[src/rtl/led_word_rx_pkg.sv]
// Shared definitions for the serial-LED word receiver: default bit timing and FSM encoding.
`timescale 1ns/1ps
package led_word_rx_pkg;

  localparam int unsigned BitTicksDefault = 1251;
  localparam int unsigned WordBits        = 32;

  typedef enum logic [1:0] {
    StIdle,
    StStart,
    StData,
    StStop
  } rx_state_e;

endpackage

[src/rtl/led_word_rx_if.sv]
// Serial line in, received word and status out; slave is the receiver side.
`timescale 1ns/1ps
interface led_word_rx_if;

  logic        rxd;
  logic [31:0] data;
  logic [31:0] data_neg;
  logic        valid;
  logic        frame_err;
  logic        busy;

  modport slave (
    input  rxd,
    output data,
    output data_neg,
    output valid,
    output frame_err,
    output busy
  );

  modport master (
    output rxd,
    input  data,
    input  data_neg,
    input  valid,
    input  frame_err,
    input  busy
  );

endinterface

[src/rtl/negate32bit.sv]
// Two's-complement negation of a 32-bit word.
`timescale 1ns/1ps
module negate32bit (
  input  logic [31:0] In,
  output logic [31:0] Out
);

  assign Out = ~In + 32'd1;

endmodule

[src/rtl/led_word_rx.sv]
// Receives 32-bit words framed as start(1), LSB-first data, stop(0) on an idle-low serial line.
`timescale 1ns/1ps
module led_word_rx
  import led_word_rx_pkg::*;
#(
  parameter int unsigned BIT_TICKS  = BitTicksDefault,
  parameter int unsigned HALF_TICKS = BIT_TICKS / 2
) (
  input  logic          clk,
  input  logic          rst,
  led_word_rx_if.slave  rx_io
);

  localparam int unsigned CntW = (BIT_TICKS > 1) ? $clog2(BIT_TICKS) : 1;
  localparam logic [CntW-1:0] BitLast  = CntW'(BIT_TICKS - 1);
  localparam logic [CntW-1:0] HalfLast = CntW'(HALF_TICKS - 1);
  localparam logic [4:0]      IdxLast  = 5'(WordBits - 1);

  logic [1:0]          sync_q;
  logic                rxd_s;
  rx_state_e           state_q, state_d;
  logic [CntW-1:0]     cnt_q, cnt_d;
  logic [4:0]          idx_q, idx_d;
  logic [WordBits-1:0] shift_q, shift_d;
  logic [WordBits-1:0] data_q, data_d;
  logic                valid_q, valid_d;
  logic                ferr_q, ferr_d;
  logic [WordBits-1:0] data_neg;

  assign rxd_s = sync_q[1];

  always_ff @(posedge clk or posedge rst) begin
    if (rst) begin
      sync_q  <= '0;
      state_q <= StIdle;
      cnt_q   <= '0;
      idx_q   <= '0;
      shift_q <= '0;
      data_q  <= '0;
      valid_q <= 1'b0;
      ferr_q  <= 1'b0;
    end else begin
      sync_q  <= {sync_q[0], rx_io.rxd};
      state_q <= state_d;
      cnt_q   <= cnt_d;
      idx_q   <= idx_d;
      shift_q <= shift_d;
      data_q  <= data_d;
      valid_q <= valid_d;
      ferr_q  <= ferr_d;
    end
  end

  always_comb begin
    state_d = state_q;
    cnt_d   = cnt_q;
    idx_d   = idx_q;
    shift_d = shift_q;
    data_d  = data_q;
    valid_d = 1'b0;
    ferr_d  = 1'b0;
    unique case (state_q)
      StIdle: begin
        if (rxd_s) begin
          state_d = StStart;
          cnt_d   = '0;
        end
      end
      StStart: begin
        // Re-check the line at mid start bit so short glitches are dropped.
        if (cnt_q == HalfLast) begin
          cnt_d = '0;
          if (rxd_s) begin
            state_d = StData;
            idx_d   = '0;
          end else begin
            state_d = StIdle;
          end
        end else begin
          cnt_d = cnt_q + CntW'(1);
        end
      end
      StData: begin
        if (cnt_q == BitLast) begin
          cnt_d          = '0;
          shift_d[idx_q] = rxd_s;
          if (idx_q == IdxLast) begin
            state_d = StStop;
          end else begin
            idx_d = idx_q + 5'd1;
          end
        end else begin
          cnt_d = cnt_q + CntW'(1);
        end
      end
      StStop: begin
        if (cnt_q == BitLast) begin
          cnt_d   = '0;
          state_d = StIdle;
          if (!rxd_s) begin
            data_d  = shift_q;
            valid_d = 1'b1;
          end else begin
            ferr_d = 1'b1;
          end
        end else begin
          cnt_d = cnt_q + CntW'(1);
        end
      end
      default: state_d = StIdle;
    endcase
  end

  negate32bit u_negate (
    .In  (data_q),
    .Out (data_neg)
  );

  assign rx_io.data      = data_q;
  assign rx_io.data_neg  = data_neg;
  assign rx_io.valid     = valid_q;
  assign rx_io.frame_err = ferr_q;
  assign rx_io.busy      = (state_q != StIdle);

endmodule

[src/flat_wrapper.sv]
// flat-port wrapper written by rule: the top's interface ports become plain ports
module led_word_rx_flat import led_word_rx_pkg::*;
#(
  parameter int unsigned BIT_TICKS  = BitTicksDefault,
  parameter int unsigned HALF_TICKS = BIT_TICKS / 2
)
  (clk, rst, rx_io_rxd, rx_io_data, rx_io_data_neg, rx_io_valid, rx_io_frame_err, rx_io_busy);
  led_word_rx_if rx_io_i ();
  input  logic clk;
  input  logic rst;
  input wire logic [$bits(rx_io_i.rxd)-1:0] rx_io_rxd;
  output wire logic [$bits(rx_io_i.data)-1:0] rx_io_data;
  output wire logic [$bits(rx_io_i.data_neg)-1:0] rx_io_data_neg;
  output wire logic [$bits(rx_io_i.valid)-1:0] rx_io_valid;
  output wire logic [$bits(rx_io_i.frame_err)-1:0] rx_io_frame_err;
  output wire logic [$bits(rx_io_i.busy)-1:0] rx_io_busy;
  assign rx_io_i.rxd = rx_io_rxd;
  assign rx_io_data = rx_io_i.data;
  assign rx_io_data_neg = rx_io_i.data_neg;
  assign rx_io_valid = rx_io_i.valid;
  assign rx_io_frame_err = rx_io_i.frame_err;
  assign rx_io_busy = rx_io_i.busy;
  led_word_rx #(.BIT_TICKS(BIT_TICKS), .HALF_TICKS(HALF_TICKS)) u_core (.clk(clk), .rst(rst), .rx_io(rx_io_i));
endmodule
[config.mk]
export PLATFORM = sky130hd
export DESIGN_NAME = led_word_rx_flat
export DESIGN_NICKNAME = d
export VERILOG_FILES = /design/src/rtl/led_word_rx_pkg.sv /design/src/rtl/led_word_rx_if.sv /design/src/rtl/negate32bit.sv /design/src/rtl/led_word_rx.sv /design/src/flat_wrapper.sv
export SDC_FILE = /design/constraint.sdc
export NUM_CORES = 1
export LEC_CHECK = 0
export BUFFER_PORTS_ARGS = -buffer_cell sky130_fd_sc_hd__buf_2
export CORE_ASPECT_RATIO = 0.9
export CORE_MARGIN = 2
export CORE_UTILIZATION = 58
export CTS_BUF_LIST = sky130_fd_sc_hd__clkbuf_8
export DETAILED_ROUTE_END_ITERATION = 12
export PLACE_DENSITY_LB_ADDON = 0.08
export SYNTH_ARGS = -nofsm -noshare
export SYNTH_HDL_FRONTEND = slang
export SYNTH_SLANG_ARGS = --single-unit
[constraint.sdc]
create_clock -name clk -period 3.25 [get_ports clk]
set_clock_uncertainty 0.05 [all_clocks]
set_input_delay 0.325 -clock clk [delete_from_list [all_inputs] [get_ports clk]]
set_output_delay 0.325 -clock clk [all_outputs]
set_load 0.02 [all_outputs]
==> flow_summary.json <==
{
  "rows": 30,
  "r2r-start": "u_core.cnt_q[2]$_DFFE_PP0P_",
  "avgSynthCellArea_sq_um": 10.7,
  "multiInputGateArea_sq_mm": 0.00225,
  "synth_flop_cell": "dfrtp_1",
  "pre_cts_ws_ps": 529,
  "fillers": 590,
  "clk_pin_slew_worst_paths_ps": 90,
  "hold_viol": 0,
  "synthesis.nets": 441,
  "seq_area_frac_synth_pct": 46.8,
  "wl_um": 9660,
  "maxCapViolCount": 0,
  "cts_tree": "done",
  "synthTopCellsByArea": "dfrtp_1 47%, mux2_2 13%, nand3_1 4.8%, xnor2_1 4.4%, ha_1 2.5%",
  "clk-insertion-delay-late_ps": 360,
  "drc_errors": 0,
  "dieArea_sq_mm": 0.00865,
  "drive_above_1_share_pct": 32.6,
  "setup_ws_ps": 391,
  "layout_commonest_cell": "dfrtp_1",
  "cts.sinks": 86,
  "path_max_fanout": 7,
  "dr.pass1.iters": 4,
  "yosysTopAreaCellShare_pct": 46.8,
  "status": "finished clean",
  "yosys_warnings": 0,
  "slew_headroom_pct": 51.5,
  "critPathLaunchType": "register",
  "avgViaCountPerCell": 5.88,
  "max_freq_ghz": 0.350,
  "die_w_um": 97.8,
  "die_y_um": 88.4,
  "worstPathArrival_ps": 2480,
  "finalSetupViolations": 0,
  "grt_usage_pct": 23.1,
  "setup_tns_ps": 0,
  "crit_path_end_kind": "primary output",
  "routedWlPerCell_um": 16.2,
  "grt_pass1_vias": 3285,
  "drtIter0Drc": 149,
  "period_minus_slack_ps": 2860,
  "syn_to_final_growth_pct": 13.5,
  "synth_enable_flop_cells": 0,
  "hold_class": "input pin to register",
  "rsz0062_at_grt": "no",
  "total_power_w": 0.00217,
  "vias": 3506,
  "hpwl_um": 6750,
  "fin_crit_sh_pct": 88.0,
  "start_util_pct": 60.3,
  "seqCellArea_sq_mm": 0.00215,
  "pin_count": 70,
  "synth-seq-cells": 86,
  "peakVddDrop_v": 0.000383,
  "power.density_mw_per_mm2": 416,
  "antenna_found_initial": 0,
  "leakage_nw": 2.72,
  "utilization_pct": 68.5,
  "critical_path_class": "register to primary output",
  "yosys.area.top_type": "dfrtp_1",
  "startpoint": "u_core.rx_io.data[22]$_DFFE_PP0P_",
  "cts_root_buf": "clkbuf_8",
  "layout.nets": 507,
  "ys_types": 55,
  "worstHoldStart": "rx_io_rxd",
  "finalMaxSlewViolations": 0,
  "final_cell_mix": "86 x dfrtp_1, 69 x buf_2, 53 x mux2_2",
  "post_cts_resized": 0,
  "clock_path_buffers": 2,
  "htreeDepth": 3,
  "cp.required_ps": 2870,
  "grt_max_degree": 36,
  "routabilityCongestion": 0.877,
  "grt_overflow": 0,
  "worstMarginPinSlew_ps": 725,
  "core_sq_mm": 0.00762,
  "syn_area_sq_mm": 0.00460,
  "grt_pass1_wl_um": 16000,
  "io_buffers": 69,
  "n_antenna_cell": 0,
  "syn_inst": 429,
  "async_flop_share_pct": 100,
  "ant_nets": 0,
  "cts-buffers-inserted": 9
}
## synth_stat cells (8+ instances only)
library cell  count
dfrtp_1          86
nor3_1           16
nor2_1           25
mux2_2           53
clkbuf_1         14
xnor2_1          23
inv_1            16
o21ai_0          10
ha_1              9
nand3_1          44
nand2_1          27
mux2_1            8
## cells by family (layout without fill, tap and decap cells)
group	after synthesis	in the layout	synth area share, %
AND/OR/NAND/NOR	164	164	20.3
flip-flops	86	86	46.8
multiplexers	64	64	15.6
buffers and inverters	42	113	4.11
AO/OA/AOI/OAI	36	36	5.39
XOR/XNOR	28	28	5.34
adder cells (fa/ha/maj)	9	9	2.45
## repair_timing
action | 4_1_cts | 5_1_grt
hold endpoints to repair | 32 | 0
hold buffers | 1 | 0
setup buffers | 0 | 2
setup endpoints to repair | 0 | 1
## final timing paths
kind	to	slack, ps	depth (start not counted)
max reg2reg	u_core.rx_io.data[8]$_DFFE_PP0P_	1050	4
min in group asynchronous	u_core.shift_q[0]$_DFFE_PP0P_	510	3
min reg2reg	u_core.sync_q[1]$_DFF_PP0_	300	0
min	u_core.sync_q[0]$_DFF_PP0_	20	1
max in group asynchronous	u_core.shift_q[14]$_DFFE_PP0P_	1870	4
max	rx_io_data_neg[31]	390	5
## power breakdown
group | internal [W] | switching [W] | total, W | leakage [nW]
Sequential | 0.00112 | 0.0000822 | 0.00120 | 1.18
Combinational | 0.0000966 | 0.000146 | 0.000242 | 1.43
Clock | 0.000351 | 0.000376 | 0.000726 | 0.104
Total | 0.00156 | 0.000604 | 0.00217 | 2.72
## state kept, by name (all words and copies together), names as in the netlist, named ones only
name / flops
u_core.rx_io.data: 32
u_core.idx_q: 5
u_core.rx_io.frame_err: 1
u_core.sync_q: 2
u_core.state_q: 1
u_core.rx_io.valid: 1
u_core.shift_q: 32
u_core.cnt_q: 11
## per-stage QoR
step / hold slack (ps) / instance area, sq um / cells
floorplan: 281 / 4600 / 429
global placement: 286 / 5000 / 577
detailed placement: 287 / 5000 / 577
CTS: 17.5 / 5200 / 594
global route: 15.3 / 5220 / 596
finish: 22.8 / 5220 / 596
## routing by layer
metal  global-route usage [%]  up-vias  share of wire (%)
met4                     7.20        0                1.1
met2                     38.6      106                 46
met5                        0        -                  0
met3                     4.34       11                5.6
met1                     31.2     1724                 47
li1                         -     1665                  -
## cell type report
type                            count  area share, %
Clock buffer                        9           2.37
Clock inverter                      7           1.27
Inverter                           16           1.18
Multi-Input combinational cell    301           43.2
Sequential cell                    86           41.3
Tap cell                           96           2.30
Timing Repair Buffer               81           8.40
## critical path, stage by stage, from the launching register on
cell,delay (ps)
dfrtp_1,460
or4_4,580
or4_4,470
nor4b_2,290
xnor2_1,150
buf_2,180
Power figures use the tool's default switching activity.
